`src/rtl/foobar_event_queue.sv`:
```
// foobar_event_queue
// Timestamps foo/bar strobe events and queues them in a small FIFO that
// drains through a valid/ready port. Events that arrive while the FIFO is
// full and not being popped are dropped and reported through a sticky
// overflow flag and a saturating drop counter.
//
// Ports:
//   clk        - clock, rising edge
//   rst        - asynchronous active-low reset
//   en         - enable: advances the timestamp and allows capture
//   foo, bar   - event strobes
//   out_valid  - head entry valid
//   out_ready  - consumer accepts the head entry
//   out_data   - head entry {foo, bar, timestamp}; 0 when empty
//   level      - occupancy, 0..DEPTH
//   overflow   - sticky, set on any dropped event
//   drop_count - dropped event count, saturates at 255
module foobar_event_queue #(
    parameter int unsigned DEPTH = 4,
    parameter int unsigned TS_W  = 8
) (
    input  logic                     clk,
    input  logic                     rst,
    input  logic                     en,
    input  logic                     foo,
    input  logic                     bar,
    output logic                     out_valid,
    input  logic                     out_ready,
    output logic [TS_W+1:0]          out_data,
    output logic [$clog2(DEPTH):0]   level,
    output logic                     overflow,
    output logic [7:0]               drop_count
);

    localparam int unsigned PTR_W  = $clog2(DEPTH);
    localparam int unsigned LVL_W  = PTR_W + 1;
    localparam int unsigned ENT_W  = TS_W + 2;
    localparam int unsigned DROP_W = 8;

    logic [TS_W-1:0]   ts_q, ts_d;
    logic [PTR_W-1:0]  wr_ptr_q, wr_ptr_d;
    logic [PTR_W-1:0]  rd_ptr_q, rd_ptr_d;
    logic [LVL_W-1:0]  level_q, level_d;
    logic              overflow_q, overflow_d;
    logic [DROP_W-1:0] drop_q, drop_d;
    logic [ENT_W-1:0]  mem_q [DEPTH];

    logic push_req;
    logic empty;
    logic full;
    logic pop;
    logic push_acc;
    logic drop;

    // Occupancy decode and handshake qualification
    assign push_req = en & (foo | bar);
    assign empty    = (level_q == LVL_W'(0));
    assign full     = (level_q == LVL_W'(DEPTH));
    assign pop      = ~empty & out_ready;
    // A full FIFO still accepts a push when the head is leaving this cycle
    assign push_acc = push_req & (~full | pop);
    assign drop     = push_req & full & ~pop;

    // Next-state logic
    always_comb begin
        ts_d       = ts_q;
        wr_ptr_d   = wr_ptr_q;
        rd_ptr_d   = rd_ptr_q;
        level_d    = level_q;
        overflow_d = overflow_q;
        drop_d     = drop_q;

        if (en) begin
            ts_d = ts_q + TS_W'(1);
        end
        if (push_acc) begin
            wr_ptr_d = wr_ptr_q + PTR_W'(1);
        end
        if (pop) begin
            rd_ptr_d = rd_ptr_q + PTR_W'(1);
        end

        case ({push_acc, pop})
            2'b10:   level_d = level_q + LVL_W'(1);
            2'b01:   level_d = level_q - LVL_W'(1);
            default: level_d = level_q;
        endcase

        if (drop) begin
            overflow_d = 1'b1;
            if (drop_q != {DROP_W{1'b1}}) begin
                drop_d = drop_q + DROP_W'(1);
            end
        end
    end

    // Control state registers
    always_ff @(posedge clk or negedge rst) begin
        if (!rst) begin
            ts_q       <= '0;
            wr_ptr_q   <= '0;
            rd_ptr_q   <= '0;
            level_q    <= '0;
            overflow_q <= 1'b0;
            drop_q     <= '0;
        end else begin
            ts_q       <= ts_d;
            wr_ptr_q   <= wr_ptr_d;
            rd_ptr_q   <= rd_ptr_d;
            level_q    <= level_d;
            overflow_q <= overflow_d;
            drop_q     <= drop_d;
        end
    end

    // Entry storage; contents are only visible through the empty gate
    always_ff @(posedge clk) begin
        if (push_acc) begin
            mem_q[wr_ptr_q] <= {foo, bar, ts_q};
        end
    end

    assign out_valid  = ~empty;
    assign out_data   = empty ? ENT_W'(0) : mem_q[rd_ptr_q];
    assign level      = level_q;
    assign overflow   = overflow_q;
    assign drop_count = drop_q;

endmodule

```
`config.mk`:
```
export PLATFORM = sky130hd
export DESIGN_NAME = foobar_event_queue
export DESIGN_NICKNAME = d
export VERILOG_FILES = /design/src/rtl/foobar_event_queue.sv
export SDC_FILE = /design/constraint.sdc
export NUM_CORES = 1
export LEC_CHECK = 0
export ABC_AREA = 1
export CAP_MARGIN = 20
export CORE_ASPECT_RATIO = 1.75
export CORE_MARGIN = 2
export CORE_UTILIZATION = 53
export CTS_BUF_LIST = sky130_fd_sc_hd__clkbuf_2
export DETAILED_ROUTE_END_ITERATION = 7
export GPL_TIMING_DRIVEN = 1
export HOLD_SLACK_MARGIN = 0.03
export PLACE_DENSITY_LB_ADDON = 0.3
export SETUP_SLACK_MARGIN = 0.4
export SKIP_CTS_REPAIR_TIMING = 1
export SLEW_MARGIN = 30
export SYNTH_ARGS = -nofsm -noshare
export SYNTH_HDL_FRONTEND = slang
export SYNTH_SLANG_ARGS = --single-unit
```
`constraint.sdc`:
```
create_clock -name clk -period 1.8 [get_ports clk]
set_clock_uncertainty 0.2 [all_clocks]
set_input_delay 0.54 -clock clk [delete_from_list [all_inputs] [get_ports clk]]
set_output_delay 0.54 -clock clk [all_outputs]
set_load 0.01 [all_outputs]
```
==> impl_metrics.ini, run 1 <==
[setup_path]
slowest_delay_ns = 0.48
regToRegEndpoint = drop_count[4]$_DFFE_PN0P_
critical_path.slowest_cell = dfrtp_2
cp_data_required_time_ns = 1.06
endpoint_kind = primary output
path_cells = buf_6 > clkbuf_16 > nor2_1 > nor2_1 > o21ai_1 > a21oi_2 > buf_2
reg2reg_depth = 11
crit_top_cell = nor2_1
critical_path_class = reg2out
reg2reg_slack_ns = -0.09
r2r-start = level[0]$_DFFE_PN0P_
startpoint_type = register
worstPathMaxFanout = 6
worstPathArrival_ns = 1.73

[power_and_ir_drop]
pwr-share-clk_pct = 13.4
p_per_area_nw_per_um2 = 1610
p_int_uw = 3900
switchingPower_uw = 2470
peakVddDrop_mv = 1.06
sw_frac_of_total_pct = 38.8
p_total_uw = 6370
power_frac_comb_pct = 50.0
power_frac_seq_pct = 36.6
p_leak_uw = 0.00172

[routing]
drtIter0Drc = 81
via_per_inst = 5.26
firstDrtPassIters = 4
antenna_left = 0
wl_um = 6340
avgRoutedWirePerCell_um = 15.5
num_vias = 2158
drc_errors = 0

[sta]
fmax_ghz = 0.404
rsz0062_at_grt = true
slew_headroom_pct = 81.2
hold_ws_ns = 0.157
setup_slack_ns = -0.673
finalHoldViolCount = 0
min_period_ns = 2.47
worstMarginPinSlew_ns = 0.282
finalMaxSlewViolations = 0
finalSetupViolations = 25
fin_crit_sh_pct = 137
setup_tns_ns = -7.71

[clocking]
clock_path_buffers = 2
clkTransAtPathRegs_ns = 0.18
clk_latency_ns = 0.50
numCtsBuffers = 9
cts_tree = built
htreeDepth = 3
cts_root_buf = clkbuf_2
clock_sinks = 64

[yosys]
avgSynthCellArea_um2 = 10.7
syn-cell-area_um2 = 2830
synthAdderAreaFrac_pct = 3.36
post_synth_inst_count = 265
yosysWarningCount = 0
synth_seq_area_share_pct = 63.7
synth_top_area_share_pct = 42.5
ys_ff_latch = 64
synth-compound-area-share_pct = 7.08
synthesis.nets = 278
synth_area_leaders = edfxtp_1 (42%), dfrtp_1 (21%), nor2_1 (6.8%)
synthXorXnorAreaFrac_pct = 4.65
yosysTopAreaCell = edfxtp_1
synth_top_family_by_area = simple AND/OR/NAND/NOR gates
synth.area.mux_share_pct = 0
ys_types = 29
synthSimpleGateAreaFrac_pct = 17.2

[global_route]
grt-ovfl-total = 0
antenna_found_initial = 1
grtUsageTotal_pct = 20.4
grt_pass1_vias = 1962
grt_max_degree = 25
grt_pass1_wl_um = 8960

[finish]
drive_above_1_share_pct = 42.9
nets = 362
syn2layout_area_growth_pct = 40.4
final_util_pct = 76.2

[placement]
place_hpwl_um = 3980
portBuffers = 28
dpl_worst_slack_ns = -0.555
gp_congestion = 0.776

[floorplanning]
die_y_um = 101
initial_utilization_pct = 54.2
ios = 29
rows = 35
die_w_um = 59.2
die_area_um2 = 5960
coreArea_um2 = 5210

[run_status]
violations = negative setup slack
outcome = finished, violations left

[min_path]
holdCritPathClass = in2async

[flow_run]
drv_cap = 0
[through the flow]
| step | cells | instance area [um2] |
|---|---|---|
| floorplan | 265 | 2990 |
| global placement | 375 | 3580 |
| detailed placement | 375 | 3580 |
| CTS | 391 | 3700 |
| global route | 410 | 3970 |
| finish | 410 | 3970 |
[critical path: cells and delay by family, from the launching register on]
| kind | cells | cell delay, ns |
|---|---|---|
| buffers and inverters | 3 | 0.44 |
| and+or+nand+nor | 2 | 0.14 |
| AOI/OAI and AO/OA | 2 | 0.17 |
| DFF | 1 | 0.48 |
[cells in the mapped netlist]
library cell and count:
nor2_4 1, nand4_4 1, ha_1 6, nand3_1 6
fa_1 1, nor2_2 2, buf_2 2, clkinv_2 1
nand2_2 2, nor3_1 1, inv_4 1, clkbuf_1 3
nor2_1 51, clkinv_1 2, xor2_1 8, o21ai_0 21
edfxtp_1 40, o21ai_1 1, or2_2 2, inv_1 18
o21ai_4 1, and3_1 1, nand2_1 44, nand4_1 3
a21oi_1 13, dfrtp_1 24, inv_2 1, o21ai_2 1
xnor2_1 7
[layout by cell type (no fill, tap or decap), types with 4 or more instances in the layout]
cell type / netlist / final
a21oi_2: 0 / 9
buf_12: 0 / 5
buf_2: 2 / 4
buf_4: 0 / 30
buf_6: 0 / 15
clkbuf_2: 0 / 25
dfrtp_1: 24 / 16
dfrtp_2: 0 / 8
dlymetal6s2s_1: 0 / 4
edfxtp_1: 40 / 40
ha_1: 6 / 4
inv_1: 18 / 14
inv_2: 1 / 5
nand2_1: 44 / 39
nor2_1: 51 / 41
nor2_2: 2 / 4
nor2_4: 1 / 10
o21ai_1: 1 / 18
o21ai_2: 1 / 5
xnor2_1: 7 / 7
xor2_1: 8 / 7
[sequential cells by signal, summed over array words and instances, names as in the netlist]
name        cells
drop_count      8
level           3
mem_q          40
overflow        1
rd_ptr_q        2
ts_q            8
wr_ptr_q        2
[power groups by stage]
| stage | Combinational [uW] | Clock [uW] | Sequential, uW |
|---|---|---|---|
| floorplan | 1550 | 0 | 2320 |
| global placement | 2600 | 0 | 2310 |
| detailed placement | 2660 | 0 | 2340 |
| CTS | 2680 | 871 | 2310 |
| global route | 3460 | 926 | 2370 |
| finish | 3180 | 855 | 2330 |
[layout make-up]
| cell class | instances | area, um2 |
|---|---|---|
| Tap cell | 55 | 68.8 |
| Timing Repair Buffer | 76 | 694 |
| Multi-Input combinational cell | 175 | 1170 |
| Fill cell | 337 | 1240 |
| Clock buffer | 11 | 55.1 |
| Sequential cell | 64 | 1810 |
| Clock inverter | 5 | 58.8 |
| Antenna cell | 1 | 2.50 |
| Inverter | 23 | 105 |
[cell families (layout without fill, tap and decap cells)]
kind of cell | count (synthesis) | count (layout)
buf+inv | 28 | 115
other cells | 0 | 1
fa+ha+maj | 7 | 7
simple gates | 114 | 115
flops | 64 | 64
xor+xnor | 15 | 15
compound gates | 37 | 38
[worst max-delay path by stage]
stage / startpoint / cells after the start / endpoint
2_1_floorplan: bar / 7 / level[2]$_DFFE_PN0P_
3_3_place_gp: en / 5 / mem_q[0][5]$_DFFE_PP_
3_5_place_dp: bar / 9 / level[2]$_DFFE_PN0P_
4_1_cts: rd_ptr_q[0]$_DFFE_PN0P_ / 6 / out_data[5]
5_1_grt: rd_ptr_q[0]$_DFFE_PN0P_ / 7 / out_data[7]
6_report: rd_ptr_q[0]$_DFFE_PN0P_ / 7 / out_data[3]
[per-layer routing]
layer | wire length (um) | part of all wire, % | GRT usage [%]
met3 | 214 | 3.4 | 5.13
met4 | 207 | 3.3 | 10.1
met5 | 0 | 0 | 0
met2 | 3550 | 56 | 34.0
met1 | 2370 | 37 | 23.9
Note: power is estimated with default switching activity, not from simulation.
==> inputs of run 2 (changes only) <==
--- a/config.mk
+++ b/config.mk
@@ -8,7 +8,6 @@
 export ABC_AREA = 1
 export CAP_MARGIN = 20
 export CORE_ASPECT_RATIO = 1.75
-export CORE_MARGIN = 2
 export CORE_UTILIZATION = 53
 export CTS_BUF_LIST = sky130_fd_sc_hd__clkbuf_2
 export DETAILED_ROUTE_END_ITERATION = 7
==> impl_metrics.ini, run 2 (synthesis gave the netlist of run 1 again) <==
[floorplanning]
die_area_um2 = 5640
die_y_um = 98.6
initial_utilization_pct = 55.8
die_w_um = 57.2
rows = 34
ios = 29
coreArea_um2 = 5060

[routing]
drtIter0Drc = 58
num_vias = 2188
drc_errors = 2
wl_um = 6560
firstDrtPassIters = 6
avgRoutedWirePerCell_um = 16.0
via_per_inst = 5.32
antenna_left = 0

[setup_path]
regToRegEndpoint = level[1]$_DFFE_PN0P_
r2r-start = level[0]$_DFFE_PN0P_
path_cells = buf_6 > clkbuf_16 > nor2_2 > nor2_1 > o21ai_1 > a21oi_2 > buf_2
startpoint_type = register
reg2reg_depth = 8
reg2reg_slack_ns = -0.03
worstPathMaxFanout = 6
slowest_delay_ns = 0.48
endpoint_kind = primary output
critical_path_class = reg2out
critical_path.slowest_cell = dfrtp_2
worstPathArrival_ns = 1.70
cp_data_required_time_ns = 1.06

[sta]
finalSetupViolations = 16
setup_slack_ns = -0.636
rsz0062_at_grt = true
worstMarginPinSlew_ns = 0.282
fmax_ghz = 0.411
fin_crit_sh_pct = 135
min_period_ns = 2.44
finalHoldViolCount = 0
finalMaxSlewViolations = 0
slew_headroom_pct = 81.2

[finish]
fin_area_um2 = 4060
syn2layout_area_growth_pct = 43.5
regMostFlops = mem_q
drive_above_1_share_pct = 47.3
final_util_pct = 80.1
nets = 365
n_antenna_cell = 0
mostFrequentLayoutCells = edfxtp_1 (40), nand2_1 (34), buf_4 (34)
largest_reg_flops = 40
final_cells = 411
final_common_cell = edfxtp_1

[global_route]
grt_pass1_wl_um = 9060
grt_pass1_vias = 1936
grt_max_degree = 25
antenna_found_initial = 0
grt-ovfl-total = 0
grtUsageTotal_pct = 21.8

[power_and_ir_drop]
peakVddDrop_mv = 1.18
p_per_area_nw_per_um2 = 1620
p_leak_uw = 0.00175

[placement]
portBuffers = 28
dp_cells = 375
gp_congestion = 0.782
dpl-instance-area_um2 = 3590
place_hpwl_um = 3930
dpl_worst_slack_ns = -0.551

[clocking]
clock_sinks = 64
cts_tree = built
cts_root_buf = clkbuf_2
clkTransAtPathRegs_ns = 0.19
numCtsBuffers = 9
htreeDepth = 3
clock_path_buffers = 2
clk_latency_ns = 0.47

[flow_run]
drv_cap = 0

[min_path]
holdCritPathClass = in2async

[run_status]
violations = design-rule violations, negative setup slack
outcome = finished, violations left
-- run 2: per-stage QoR --
step	hold slack (ns)	total power [uW]	TNS, ns
after floorplan	0.0444	3860	0
after global placement	0.260	4940	-29.81
after detailed placement	0.259	5020	-32.20
after CTS	0.140	5880	-16.51
after global routing	0.148	6940	-8.72
final	0.175	6550	-6.87
-- run 2: routing by layer --
metal / up-vias / track usage (%) / part of all wire [%]
met3: 14 / 3.15 / 3.0
met1: 1056 / 24.6 / 38
met4: 0 / 12.4 / 2.2
met2: 54 / 38.6 / 57
met5: - / 0 / 0
li1: 1064 / - / -
-- run 2: area by class of cell --
class                   instances  area [um2]
inverters                      23         110
repair buffers                 79         727
clock buffers                   9        45.0
multi-input cells             175        1220
well taps                      54        67.6
clock inverters                 7        71.3
fillers                       299        1010
flip-flops and latches         64        1810
-- run 2: worst max path at each step --
stage	to	cells after the start	slack, ns	start
6_report	out_data[4]	7	-0.64	rd_ptr_q[0]$_DFFE_PN0P_
2_1_floorplan	level[2]$_DFFE_PN0P_	7	0.009	bar
3_3_place_gp	mem_q[0][5]$_DFFE_PP_	5	-0.51	en
4_1_cts	out_data[7]	6	-1.09	rd_ptr_q[0]$_DFFE_PN0P_
5_1_grt	out_data[4]	7	-0.74	rd_ptr_q[0]$_DFFE_PN0P_
3_5_place_dp	mem_q[0][5]$_DFFE_PP_	5	-0.55	en
-- run 2: power by group --
group          total, uW  internal (uW)  switching, uW  leakage (uW)
registers           2330           2020            301      0.000660
logic               3370           1640           1730       0.00102
clock network        858            320            537     0.0000659
total               6550           3990           2560       0.00175
-- run 2: worst max-delay path: cells and delay by family (launching register included) --
family                 cells  cell delay [ns]
AND/OR/NAND/NOR            2             0.16
flip-flops                 1             0.48
buffers and inverters      3             0.43
AO/OA/AOI/OAI              2             0.15
==> inputs of run 3 (changes only) <==
--- a/config.mk
+++ b/config.mk
@@ -7,8 +7,10 @@
 export LEC_CHECK = 0
 export ABC_AREA = 1
 export CAP_MARGIN = 20
+export CELL_PAD_IN_SITES_DETAIL_PLACEMENT = 1
+export CELL_PAD_IN_SITES_GLOBAL_PLACEMENT = 2
 export CORE_ASPECT_RATIO = 1.75
-export CORE_UTILIZATION = 53
+export CORE_UTILIZATION = 35
 export CTS_BUF_LIST = sky130_fd_sc_hd__clkbuf_2
 export DETAILED_ROUTE_END_ITERATION = 7
 export GPL_TIMING_DRIVEN = 1
==> impl_metrics.ini, run 3 (synthesis gave the netlist of run 1 again) <==
[global_route]
grt.met1_usage_pct = 17.0
busiest_layer = met2
met2_usage_pct = 30.9
antenna_found_initial = 1
grt_pass1_vias = 2128
grt_max_degree = 25
grt_use_met3_pct = 3.74
grt-ovfl-total = 0
grtUsageTotal_pct = 16.6
grt_pass1_wl_um = 10400

[placement]
dp_cells = 412
dpl_worst_slack_ns = -0.601
gp_congestion = 0.735
place_hpwl_um = 4620
dpl-instance-area_um2 = 3640
portBuffers = 28

[finish]
largest_reg_flops = 40
regMostFlops = mem_q
nets = 369
seqCellArea_um2 = 1810
syn2layout_area_growth_pct = 43.7
drive_above_1_share_pct = 45.4
final_cells = 452
multi_input_area_um2 = 1170
fillCellCount = 867
fin_area_um2 = 4060
mostFrequentLayoutCells = edfxtp_1 (40), buf_4 (40), nor2_1 (38)

[setup_path]
critical_path_class = reg2out
reg2reg_slack_ns = -0.11
endpoint = out_data[9]
path_cells = buf_6 > buf_8 > nor2_1 > nor2_1 > o21ai_1 > a21oi_2 > buf_2
critPathLaunch = rd_ptr_q[0]$_DFFE_PN0P_
crit_top_cell = nor2_1
critical_path.slowest_cell = dfrtp_2
worstPathArrival_ns = 1.74
regToRegEndpoint = level[1]$_DFFE_PN0P_
worstPathMaxFanout = 7
slowest_delay_ns = 0.50
reg2reg_depth = 9
r2r-start = level[0]$_DFFE_PN0P_
startpoint_type = register
cp_data_required_time_ns = 1.06
endpoint_kind = primary output

[sta]
worstMarginPinSlew_ns = 0.280
finalHoldViolCount = 0
finalMaxSlewViolations = 0
fin_crit_sh_pct = 138
setup_tns_ns = -7.15
finalSetupViolations = 23
slew_headroom_pct = 81.3
min_period_ns = 2.48
rsz0062_at_grt = true
setup_slack_ns = -0.676
fmax_ghz = 0.404

[routing]
drtIter0Drc = 121
avgRoutedWirePerCell_um = 15.3
via_per_inst = 4.80
firstDrtPassIters = 4
num_vias = 2168
antenna_left = 0
drc_errors = 0
wl_um = 6910

[floorplanning]
die_y_um = 121
initial_utilization_pct = 36.0
coreArea_um2 = 7860
ios = 29
rows = 43
die_area_um2 = 8450
die_w_um = 69.9

[clocking]
numCtsBuffers = 9
cts_root_buf = clkbuf_2
clock_sinks = 64
clock_path_buffers = 2
clk_latency_ns = 0.51
htreeDepth = 3
cts_tree = built
clkTransAtPathRegs_ns = 0.18

[power_and_ir_drop]
p_leak_uw = 0.00175
p_per_area_nw_per_um2 = 1570
peakVddDrop_mv = 0.703
p_total_uw = 6380

[run_status]
outcome = finished, violations left
violations = negative setup slack

[flow_run]
drv_cap = 0

[min_path]
holdCritPathClass = in2async
==> run 3: metal layers <==
metal,wire length (um),vias up
met5,0,-
met1,2560,1060
met2,4040,30
li1,-,1068
met3,171,10
met4,141,0
==> run 3: stage by stage <==
stage	hold slack (ns)	util (%)
floorplan	0.0444	-
detailed placement	0.255	46.4
global route	0.133	51.7
finish	0.153	51.7
global placement	0.270	46.4
CTS	0.102	47.7
==> run 3: critical path: cells and delay by family (launching register included) <==
kind                   cells  cell delay, ns
AND/OR/NAND/NOR            2            0.16
AO/OA/AOI/OAI              2            0.17
buffers and inverters      3            0.41
flip-flops                 1            0.50
==> run 3: how the worst min path moves through the flow <==
stage	slack, ns	start	to	cells past startpoint
final	0.15	rst	level[2]$_DFFE_PN0P_	2
after global routing	0.13	rst	ts_q[0]$_DFFE_PN0P_	2
after CTS	0.10	rst	drop_count[5]$_DFFE_PN0P_	2
after detailed placement	0.26	overflow$_DFFE_PN0P_	overflow$_DFFE_PN0P_	1
after global placement	0.27	overflow$_DFFE_PN0P_	overflow$_DFFE_PN0P_	1
after floorplan	0.04	rst	drop_count[0]$_DFFE_PN0P_	0
==> run 3: final cells by class <==
| cell class | count | share of cell area (%) |
|---|---|---|
| Multi-Input combinational cell | 174 | 28.8 |
| Inverter | 23 | 2.65 |
| Antenna cell | 1 | 0.0616 |
| Tap cell | 90 | 2.77 |
| Clock buffer | 9 | 1.11 |
| Clock inverter | 7 | 1.54 |
| Sequential cell | 64 | 44.6 |
| Timing Repair Buffer | 84 | 18.4 |
==> run 3: power by group <==
group | internal, uW | total, uW | switching (uW) | leakage (uW)
registers | 2020 | 2330 | 308 | 0.000659
logic | 1580 | 3210 | 1630 | 0.00103
clock network | 305 | 840 | 534 | 0.0000628
==> RTL change (config.mk and constraints of run 2) <==
Put one more register stage on the output `overflow`, cleared by the reset. The value now appears one clock later. The other outputs are not delayed to match.
--- a/src/rtl/foobar_event_queue.sv
+++ b/src/rtl/foobar_event_queue.sv
@@ -125,3 +125,9 @@
     assign level      = level_q;
-    assign overflow   = overflow_q;
+    always_ff @(posedge clk or negedge rst) begin
+        if (!rst) begin
+            overflow <= '0;
+        end else begin
+            overflow <= overflow_q;
+        end
+    end
     assign drop_count = drop_q;
Formal check against the unedited RTL: not equivalent (a bounded check fails within 10 cycles, from zero or initial values and one cycle with rst low).
==> RTL change against run 2 <==
- design area is 4.7% higher
- combinational power is 2% higher
- critical path depth is 1 lower
- the run ends with negative setup slack left
- synthesized area is 3.5% higher
- sequential cell count is 1 higher
- total power is 8.6% higher
- wire length is 8.7% higher
- setup slack worse by 0.058 ns
==> RTL change: results (changes against run 2) <==
| Metric | Value |
|---|---|
| Crit path largest cell delay | 0.43 ns (was 0.48 ns) |
| Fraction of layout cells with a size suffix above 1 | 46.3% (was 47.3%) |
| Flop and latch count out of synthesis | 65 (was 64) |
| Post-Synth XOR/XNOR Area | 2.99% (was 4.65%) |
| Final #Nets | 396 (was 365) |
| Failing checks | negative setup slack (was design-rule violations, negative setup slack) |
| FF-to-FF setup slack | -0.20 ns (was -0.03 ns) |
| CP max FO | 9 (was 6) |
| Share of async-settable or async-resettable flops after synthesis | 38.5% (was 37.5%) |
| Mapped Nets | 307 (was 278) |
| Non-CTS inverters | 27 (was 23) |
| Vias in the first global route | 2310 (was 1936) |
| Crit path from | rd_ptr_q[1] (was rd_ptr_q[0]) |
| First-pass GRT wire length | 10.6 mm (was 9.06 mm) |
| Placed insts | 428 (was 375) |
| Seq/total area | 43.2% (was 44.7%) |
| Buffers, non-clock | 85 (was 79) |
| Distinct cells, synth | 25 (was 29) |
| P_sw | 2.64 mW (was 2.56 mW) |
| Via count | 2357 (was 2188) |
| Largest net degree at the start of global routing | 26 (was 25) |
| Setup WS post-layout | -0.694 ns (was -0.636 ns) |
| Status | complete, but fails checks (unchanged) |
| Sequential area share after synthesis | 62.4% (was 63.7%) |
| Non-clk buf share | 17.6% (was 17.9%) |
| Top cells by count, synth | 61 x nand2_1, 58 x nor2_1, 40 x edfxtp_1 (was 51 x nor2_1, 44 x nand2_1, 40 x edfxtp_1) |
| Met2 wire len | 4.10 mm (was 3.72 mm) |
| Crit-path slowest cell | dfrtp_1 (was dfrtp_2) |
| Critical R2R Capture | level[2] (was level[1]) |
| Post-Synth Adder-Cell Area | 3.68% (was 3.36%) |
| M1 WL | 2.62 mm (was 2.50 mm) |
| Final setup viols | 16 (unchanged) |
| Peak supply drop | 942 µV (was 1180 µV) |
| Layout filler cell count | 328 (was 299) |
| Multi-Input Combinational | 194 (was 175) |
| FF+latch area | 0.00184 mm² (was 0.00181 mm²) |
| Gpl congestion | 0.785 (was 0.782) |
| Clock power frac | 18.2% (was 13.1%) |
| Multi-input gate area | 0.00126 mm² (was 0.00122 mm²) |
| Arrival @ worst endpoint | 1.75 ns (was 1.70 ns) |
| Drt pass-1 iters | 4 (was 6) |
| Clk cell area share | 4.39% (was 2.87%) |
| Comb pwr | 3.44 mW (was 3.37 mW) |
| CP delay by family, top | buffers and inverters (was flip-flops) |
[RTL change: cell types whose count changed in the layout (fill, tap and decap cells not counted), sizes merged, moves of 4 or more]
cell | run 2 | this run
nand2 | 46 | 64
buf | 62 | 68
nor2 | 55 | 61
inv | 21 | 25
nand4 | 4 | 0
[RTL change: per-stage QoR]
step / hold WS (ns) / TNS (ns) / power [mW] / setup WS, ns
after CTS: 0.169 / -16.58 / 6.48 / -1.09
after floorplan: 0.0444 / -5.06 / 3.92 / -0.221
after detailed placement: 0.162 / -32.27 / 5.19 / -0.685
after global routing: 0.177 / -8.65 / 7.49 / -0.814
final: 0.171 / -7.13 / 7.12 / -0.694
after global placement: 0.157 / -30.62 / 5.05 / -0.658
[RTL change: per-layer routing]
| metal | vias up | global-route usage, % |
|---|---|---|
| met5 | - | 0 |
| met4 | 0 | 7.33 |
| met3 | 15 | 5.03 |
| met2 | 56 | 46.3 |
| met1 | 1157 | 27.3 |
| li1 | 1129 | - |
